`src/rtl/mcast_fork_buf_if.sv`:
```
// Handshake bundle between the router output stage, the fork buffer and its destinations.
interface mcast_fork_buf_if #(
  parameter int unsigned NUM_PORTS  = 5,
  parameter int unsigned DATA_WIDTH = 32
);
  logic                  in_valid;
  logic [DATA_WIDTH-1:0] in_data;
  logic [NUM_PORTS-1:0]  in_sel;
  logic                  in_ready;
  logic [NUM_PORTS-1:0]  out_valid;
  logic [DATA_WIDTH-1:0] out_data;
  logic [NUM_PORTS-1:0]  out_ready;
  logic                  busy;
  logic                  sel_err;

  // Environment side: drives the upstream flit and the destination readies.
  modport master (
    output in_valid, in_data, in_sel, out_ready,
    input  in_ready, out_valid, out_data, busy, sel_err
  );

  // Fork buffer side.
  modport slave (
    input  in_valid, in_data, in_sel, out_ready,
    output in_ready, out_valid, out_data, busy, sel_err
  );
endinterface

```
`src/rtl/mcast_fork_buf.sv`:
```
// One-entry holding register that forks a flit to a multi-hot set of destinations.
// EAGER=1 lets each destination drain on its own cycle; EAGER=0 needs all selected
// destinations ready together.
module mcast_fork_buf #(
  parameter int unsigned NUM_PORTS   = 5,
  parameter int unsigned DATA_WIDTH  = 32,
  parameter int unsigned MULTI_READY = 1,
  parameter int unsigned EAGER       = 1
) (
  input logic             clk,
  input logic             rst,
  mcast_fork_buf_if.slave bus
);

  logic                  hold_valid;
  logic [DATA_WIDTH-1:0] hold_data;
  logic [NUM_PORTS-1:0]  pending;
  logic                  sel_err_q;

  logic                  sel_legal;
  logic                  all_rdy;
  logic                  drain_done;
  logic                  in_ready_w;
  logic                  take;
  logic [NUM_PORTS-1:0]  out_valid_w;
  logic [NUM_PORTS-1:0]  pending_nxt;

  // Mask legality: empty mask never allowed, multi-hot only when MULTI_READY is set.
  always_comb begin
    sel_legal = (bus.in_sel != '0);
    if (MULTI_READY == 0) begin
      sel_legal = sel_legal && ((bus.in_sel & (bus.in_sel - NUM_PORTS'(1))) == '0);
    end
  end

  // Drain detection, per-destination valid and the pending mask for a held flit.
  always_comb begin
    all_rdy    = &(~pending | bus.out_ready);
    drain_done = hold_valid & all_rdy;
    in_ready_w = ~hold_valid | drain_done;
    take       = bus.in_valid & in_ready_w;
    if (EAGER != 0) begin
      out_valid_w = {NUM_PORTS{hold_valid}} & pending;
      pending_nxt = pending & ~(bus.out_ready & out_valid_w);
    end else begin
      out_valid_w = {NUM_PORTS{hold_valid & all_rdy}} & pending;
      pending_nxt = all_rdy ? '0 : pending;
    end
  end

  // Holding register: refill takes priority over drain; illegal masks are dropped.
  always_ff @(posedge clk) begin
    if (rst) begin
      hold_valid <= 1'b0;
      hold_data  <= '0;
      pending    <= '0;
      sel_err_q  <= 1'b0;
    end else begin
      sel_err_q <= take & ~sel_legal;
      if (take) begin
        hold_valid <= sel_legal;
        pending    <= sel_legal ? bus.in_sel : '0;
        if (sel_legal) begin
          hold_data <= bus.in_data;
        end
      end else if (hold_valid) begin
        hold_valid <= ~drain_done;
        pending    <= pending_nxt;
      end
    end
  end

  assign bus.in_ready  = in_ready_w;
  assign bus.out_valid = out_valid_w;
  assign bus.out_data  = hold_data;
  assign bus.busy      = hold_valid;
  assign bus.sel_err   = sel_err_q;

endmodule

```
`src/flat_wrapper.sv`:
```
// flat-port wrapper written by rule: the top's interface ports become plain ports
module mcast_fork_buf_flat 
#(
  parameter int unsigned NUM_PORTS   = 5,
  parameter int unsigned DATA_WIDTH  = 32,
  parameter int unsigned MULTI_READY = 1,
  parameter int unsigned EAGER       = 1
)
  (clk, rst, bus_in_valid, bus_in_data, bus_in_sel, bus_out_ready, bus_in_ready, bus_out_valid, bus_out_data, bus_busy, bus_sel_err);
  mcast_fork_buf_if #(.NUM_PORTS(NUM_PORTS), .DATA_WIDTH(DATA_WIDTH)) bus_i ();
  input logic clk;
  input logic rst;
  input wire logic [$bits(bus_i.in_valid)-1:0] bus_in_valid;
  input wire logic [$bits(bus_i.in_data)-1:0] bus_in_data;
  input wire logic [$bits(bus_i.in_sel)-1:0] bus_in_sel;
  input wire logic [$bits(bus_i.out_ready)-1:0] bus_out_ready;
  output wire logic [$bits(bus_i.in_ready)-1:0] bus_in_ready;
  output wire logic [$bits(bus_i.out_valid)-1:0] bus_out_valid;
  output wire logic [$bits(bus_i.out_data)-1:0] bus_out_data;
  output wire logic [$bits(bus_i.busy)-1:0] bus_busy;
  output wire logic [$bits(bus_i.sel_err)-1:0] bus_sel_err;
  assign bus_i.in_valid = bus_in_valid;
  assign bus_i.in_data = bus_in_data;
  assign bus_i.in_sel = bus_in_sel;
  assign bus_i.out_ready = bus_out_ready;
  assign bus_in_ready = bus_i.in_ready;
  assign bus_out_valid = bus_i.out_valid;
  assign bus_out_data = bus_i.out_data;
  assign bus_busy = bus_i.busy;
  assign bus_sel_err = bus_i.sel_err;
  mcast_fork_buf #(.NUM_PORTS(NUM_PORTS), .DATA_WIDTH(DATA_WIDTH), .MULTI_READY(MULTI_READY), .EAGER(EAGER)) u_core (.clk(clk), .rst(rst), .bus(bus_i));
endmodule
```
`config.mk`:
```
export PLATFORM = sky130hd
export DESIGN_NAME = mcast_fork_buf_flat
export DESIGN_NICKNAME = d
export VERILOG_FILES = /design/src/rtl/mcast_fork_buf_if.sv /design/src/rtl/mcast_fork_buf.sv /design/src/flat_wrapper.sv
export SDC_FILE = /design/constraint.sdc
export NUM_CORES = 1
export LEC_CHECK = 0
export ABC_AREA = 1
export CAP_MARGIN = 20
export CORE_ASPECT_RATIO = 0.7
export CORE_MARGIN = 2
export CORE_UTILIZATION = 46
export DETAILED_ROUTE_END_ITERATION = 10
export GPL_ROUTABILITY_DRIVEN = 0
export PLACE_DENSITY = 0.89
export SLEW_MARGIN = 20
export SYNTH_ARGS = -nofsm -noshare
export SYNTH_HDL_FRONTEND = slang
export SYNTH_SLANG_ARGS = --single-unit
```
`constraint.sdc`:
```
create_clock -name clk -period 2.55 [get_ports clk]
set_input_delay 0.3825 -clock clk [delete_from_list [all_inputs] [get_ports clk]]
set_output_delay 0.3825 -clock clk [all_outputs]
set_load 0.05 [all_outputs]
```
After elaboration in Yosys (flattened, before gate mapping)
Index checks and enable logic that the tools add are counted.
{"block": "word_totals", "reg_bits": 39, "out_inout_bits": 40}
{"block": "classes", "mux": 5, "n_bitwise": 13, "reduce_logical": 4}
{"cell": "$and A5 B5 Y5", "count": 3}
{"cell": "$mux W5", "count": 3}
{"cell": "$not A5 Y5", "count": 2}
{"cell": "$or A5 B5 Y5", "count": 1}
{"cell": "$reduce_and A5 Y1", "count": 1}
{"cell": "$reduce_bool A5 Y1", "count": 1}
{"cell": "$and A1 B1 Y1", "count": 3}
{"cell": "$not A1 Y1", "count": 3}
{"cell": "$mux W1", "count": 2}
{"cell": "$reduce_and A2 Y1", "count": 1}
{"cell": "$reduce_bool A2 Y1", "count": 1}
{"cell": "$or A1 B1 Y1", "count": 1}

Longest topological paths before layout
Gate-level depths: netlist of the first run.
{"block": "logic_depth", "word_depth": 7, "mapped_depth": 9, "mapped_depth_nobuf": 8}

Worst setup path before layout of the first run
OpenSTA, ideal clock, no wires.
{"block": "synth_timing", "path_kind": "reg-to-output", "start": "register u_core.hold_valid (netlist: u_core.bus.busy)", "end": "output bus_in_ready", "arrival_time_ns": 1.387, "required_time_ns": 2.168, "slack_ns": 0.781, "stages_incl_launch_ff": 5, "path_buffers": 2, "cell_sequence": "dfxtp_1 > buf_2 > inv_1 > o21bai_4 > buf_2"}
{"block": "synth_between", "elab_chain_cells": 2, "elab_cells_between_ends": 3, "classes_between": "bitwise (3)"}
{"element": "start: declaration", "line": "mcast_fork_buf.sv:15", "source": "logic hold_valid;"}
{"element": "start signal: assignment", "line": "mcast_fork_buf.sv:61", "source": "hold_valid <= sel_legal;"}
{"element": "start signal: assignment", "line": "mcast_fork_buf.sv:67", "source": "hold_valid <= ~drain_done;"}
{"element": "$and A1 B1 Y1 / $not A1 Y1 (equally long branches)", "line": "mcast_fork_buf.sv:39, mcast_fork_buf.sv:40"}
{"element": "$or A1 B1 Y1 (*)", "line": "mcast_fork_buf.sv:40", "source": "in_ready_w = ~hold_valid | drain_done;"}
{"element": "end: declaration", "line": "flat_wrapper.sv:17", "source": "output wire logic [$bits(bus_i.in_ready)-1:0] bus_in_ready;"}
Every way passes the cells marked *; elsewhere a longest branch is shown, timed or not.

Final worst setup path of the first run
{"block": "layout_timing", "start": "register u_core.hold_valid (netlist: u_core.bus.busy)", "end": "output bus_out_valid[1]"}
{"block": "layout_between", "elab_chain_cells": 1}
{"element": "$and A5 B5 Y5", "line": "mcast_fork_buf.sv:43", "source": "out_valid_w = {NUM_PORTS{hold_valid}} & pending;"}
{"element": "end: declaration", "line": "flat_wrapper.sv:18", "source": "output wire logic [$bits(bus_i.out_valid)-1:0] bus_out_valid;"}
Every way passes these cells.

==> flow_summary.json, run 1 <==
{
  "cts_buffers": 5,
  "crit_path_end_kind": "primary output",
  "first_pass_iters": 4,
  "p_per_area_mw_per_mm2": 563,
  "h-tree-depth": 2,
  "worst_pin_slew_ns": 0.529,
  "post_synth.cell_area_avg_um2": 6.12,
  "grt_usage_pct": 22.5,
  "path_delay_family": "buffers and inverters",
  "fin_crit_ns": 2.19,
  "overflow": 0,
  "regArea_um2": 781,
  "finalWirelength_mm": 5.34,
  "nets": 459,
  "crit_path_max_fanout": 11,
  "slew-limit-headroom_pct": 64.6,
  "setup_tns_ns": 0,
  "root_buffer": "clkbuf_8",
  "ios": 85,
  "period_share_pct": 85.8,
  "syn_inst": 336,
  "first_iter_violations": 116,
  "clockBufferDepth": 2,
  "placed_cell_area_mm2": 0.00292,
  "start_util_pct": 47.5,
  "chipWidth_um": 83.9,
  "drive_above_1_share_pct": 3.62,
  "core_mm2": 0.00433,
  "synth_area_mm2": 0.00206,
  "path_class": "flip-flop to primary output",
  "fin_ws_ns": 0.361,
  "area_growth_pct": 46.2,
  "grt_pass1_vias": 2033,
  "hold_viol": 0,
  "ys_ff_latch": 39,
  "required_ns": 2.17,
  "status": "completed",
  "critical_path_arrival_ns": 1.81,
  "switchingPower_uw": 596,
  "maxCapViolations": 0,
  "p_total_mw": 1.69,
  "p_int_mw": 1.10,
  "rows": 20,
  "place_inst": 462,
  "die_area_mm2": 0.00503,
  "slew_violations": 0,
  "antenna_found_initial": 0,
  "fmax_mhz": 457,
  "diodes": 0,
  "path_cells": "nand2_1 -> inv_1 -> clkdlybuf4s50_1",
  "post_cts_resized": 0,
  "tritoncts_num_sinks": 39,
  "ir_worst_vdd_mv": 0.333,
  "ant_nets": 0,
  "combPwrFrac_pct": 34.1,
  "seqPwrFrac_pct": 41.2,
  "slowest_delay_ns": 0.80,
  "ys_seq_area_share_pct": 38.0,
  "io_buffers": 84,
  "dieHeight_um": 59.9,
  "grt_max_degree": 34,
  "rsz0062_at_grt": "no",
  "switching_share_pct": 35.2,
  "cts_tree": "yes",
  "setup_viol": 0,
  "dp_hpwl_mm": 3.81,
  "vias_per_cell": 4.57,
  "crit_buf_inv": 2,
  "clk_latency_ns": 0.29,
  "num-fill-cells": 388,
  "vias": 2143,
  "cts_hold_buf": 0,
  "ys_warn_count": 0,
  "drc": 0,
  "grt_pass1_wl_mm": 8.92,
  "stdcell_count": 469,
  "multi_input_area_um2": 767,
  "pre_cts_ws_ns": 0.310,
  "syn_nets": 381,
  "crit_path_top_delay_cell": "clkdlybuf4s50_1",
  "finClkSkew_ns": 0.00573,
  "final_area_mm2": 0.00301,
  "clockPowerShare_pct": 24.6,
  "hold_path.class": "flip-flop to flip-flop",
  "ys_types": 17,
  "p_leak_nw": 1.67,
  "clk_pin_slew_ns": 0.07,
  "wl_per_cell_um": 11.4,
  "cts_setup_buffers": 0,
  "crit_path_start_kind": "flip-flop"
}
[cell usage in the layout (no fill, tap or decap), types with 2 or more instances in the layout]
cell and n:
nand4_1 32, nor2_1 43, nand2_1 79, nor3_1 2, o21ai_0 5, clkbuf_8 6, dfxtp_1 39, clkdlybuf4s50_1 83
inv_1 110, buf_4 5, a21boi_0 3
[cell families (layout without fill, tap and decap cells)]
logic type / count (synthesis) / after routing / share of synthesized area, %
AOI/OAI and AO/OA: 11 / 11 / 3.71
buffers and inverters: 128 / 206 / 24.7
DFF: 39 / 39 / 38.0
and+or+nand+nor: 158 / 158 / 33.6
[routing by layer]
layer / up-vias / GRT usage [%] / wire [um]
met4: 0 / 8.06 / 50
li1: 1119 / - / -
met5: - / 0 / 0
met2: 85 / 39.1 / 2490
met1: 933 / 27.4 / 2370
met3: 6 / 6.22 / 423
[power groups by stage]
stage                     Clock (mW)  Sequential (mW)  Combinational, mW
after floorplan                    0            0.868              0.212
after detailed placement           0            0.711              0.577
after global placement             0            0.710              0.565
after global routing           0.459            0.704              0.629
after CTS                      0.431            0.697              0.581
final                          0.417            0.698              0.578
[sequential cells by signal, indices dropped and copies added (netlist names)]
register / cells
u_core.bus.out_data: 32
u_core.bus.sel_err: 1
u_core.pending: 5
u_core.bus.busy: 1
[synthesized netlist by cell type (all sizes together)]
cell    number  area, um2
a21oi        1       5.00
nand4       32        200
inv        110        413
o21bai       1       18.8
dfxtp       39        781
nand3        2       22.5
a21boi       3       22.5
o21ai        6       30.0
nand2       79        297
nor2        43        161
clkbuf       7       26.3
nor3         2       10.0
buf         11       68.8
[path summary, 6_finish.rpt]
path                                              from                                   end  slack [ns]  depth (start not counted)
setup / recovery            u_core.bus.busy$_SDFF_PP0_                      bus_out_valid[1]        0.36                          3
hold / removal    u_core.bus.out_data[15]$_SDFFE_PP0P_  u_core.bus.out_data[15]$_SDFFE_PP0P_        0.51                          4
setup reg to reg        u_core.pending[0]$_SDFFE_PP0P_  u_core.bus.out_data[29]$_SDFFE_PP0P_        0.88                          7
hold reg to reg   u_core.bus.out_data[15]$_SDFFE_PP0P_  u_core.bus.out_data[15]$_SDFFE_PP0P_        0.51                          4
[worst min-delay path, cell delays in order, from the launching register on]
cell and delay (ns):
dfxtp_1 0.31, inv_1 0.04, nand2_1 0.04, inv_1 0.04, nor2_1 0.03
[per-stage QoR]
step / utilization (%) / hold slack, ns
floorplan: - / 0.462
global placement: 67.4 / 0.494
detailed placement: 67.4 / 0.494
CTS: 69.4 / 0.508
global route: 69.4 / 0.535
finish: 69.4 / 0.507
[final cells by class]
type,count,share of cell area (%)
clock buffers,6,2.75
multi-input cells,169,25.5
flip-flops and latches,39,26.0
repair buffers,89,29.6
well taps,55,2.29
inverters,110,13.7
clock inverters,1,0.167
No activity file was read; power rests on OpenSTA's default activity.
==> run 2, diff against run 1 <==
- SLEW_MARGIN: 20 -> 15
==> results of run 2 <==
No change in the layout: final DEF, timing and power equal those of run 1.
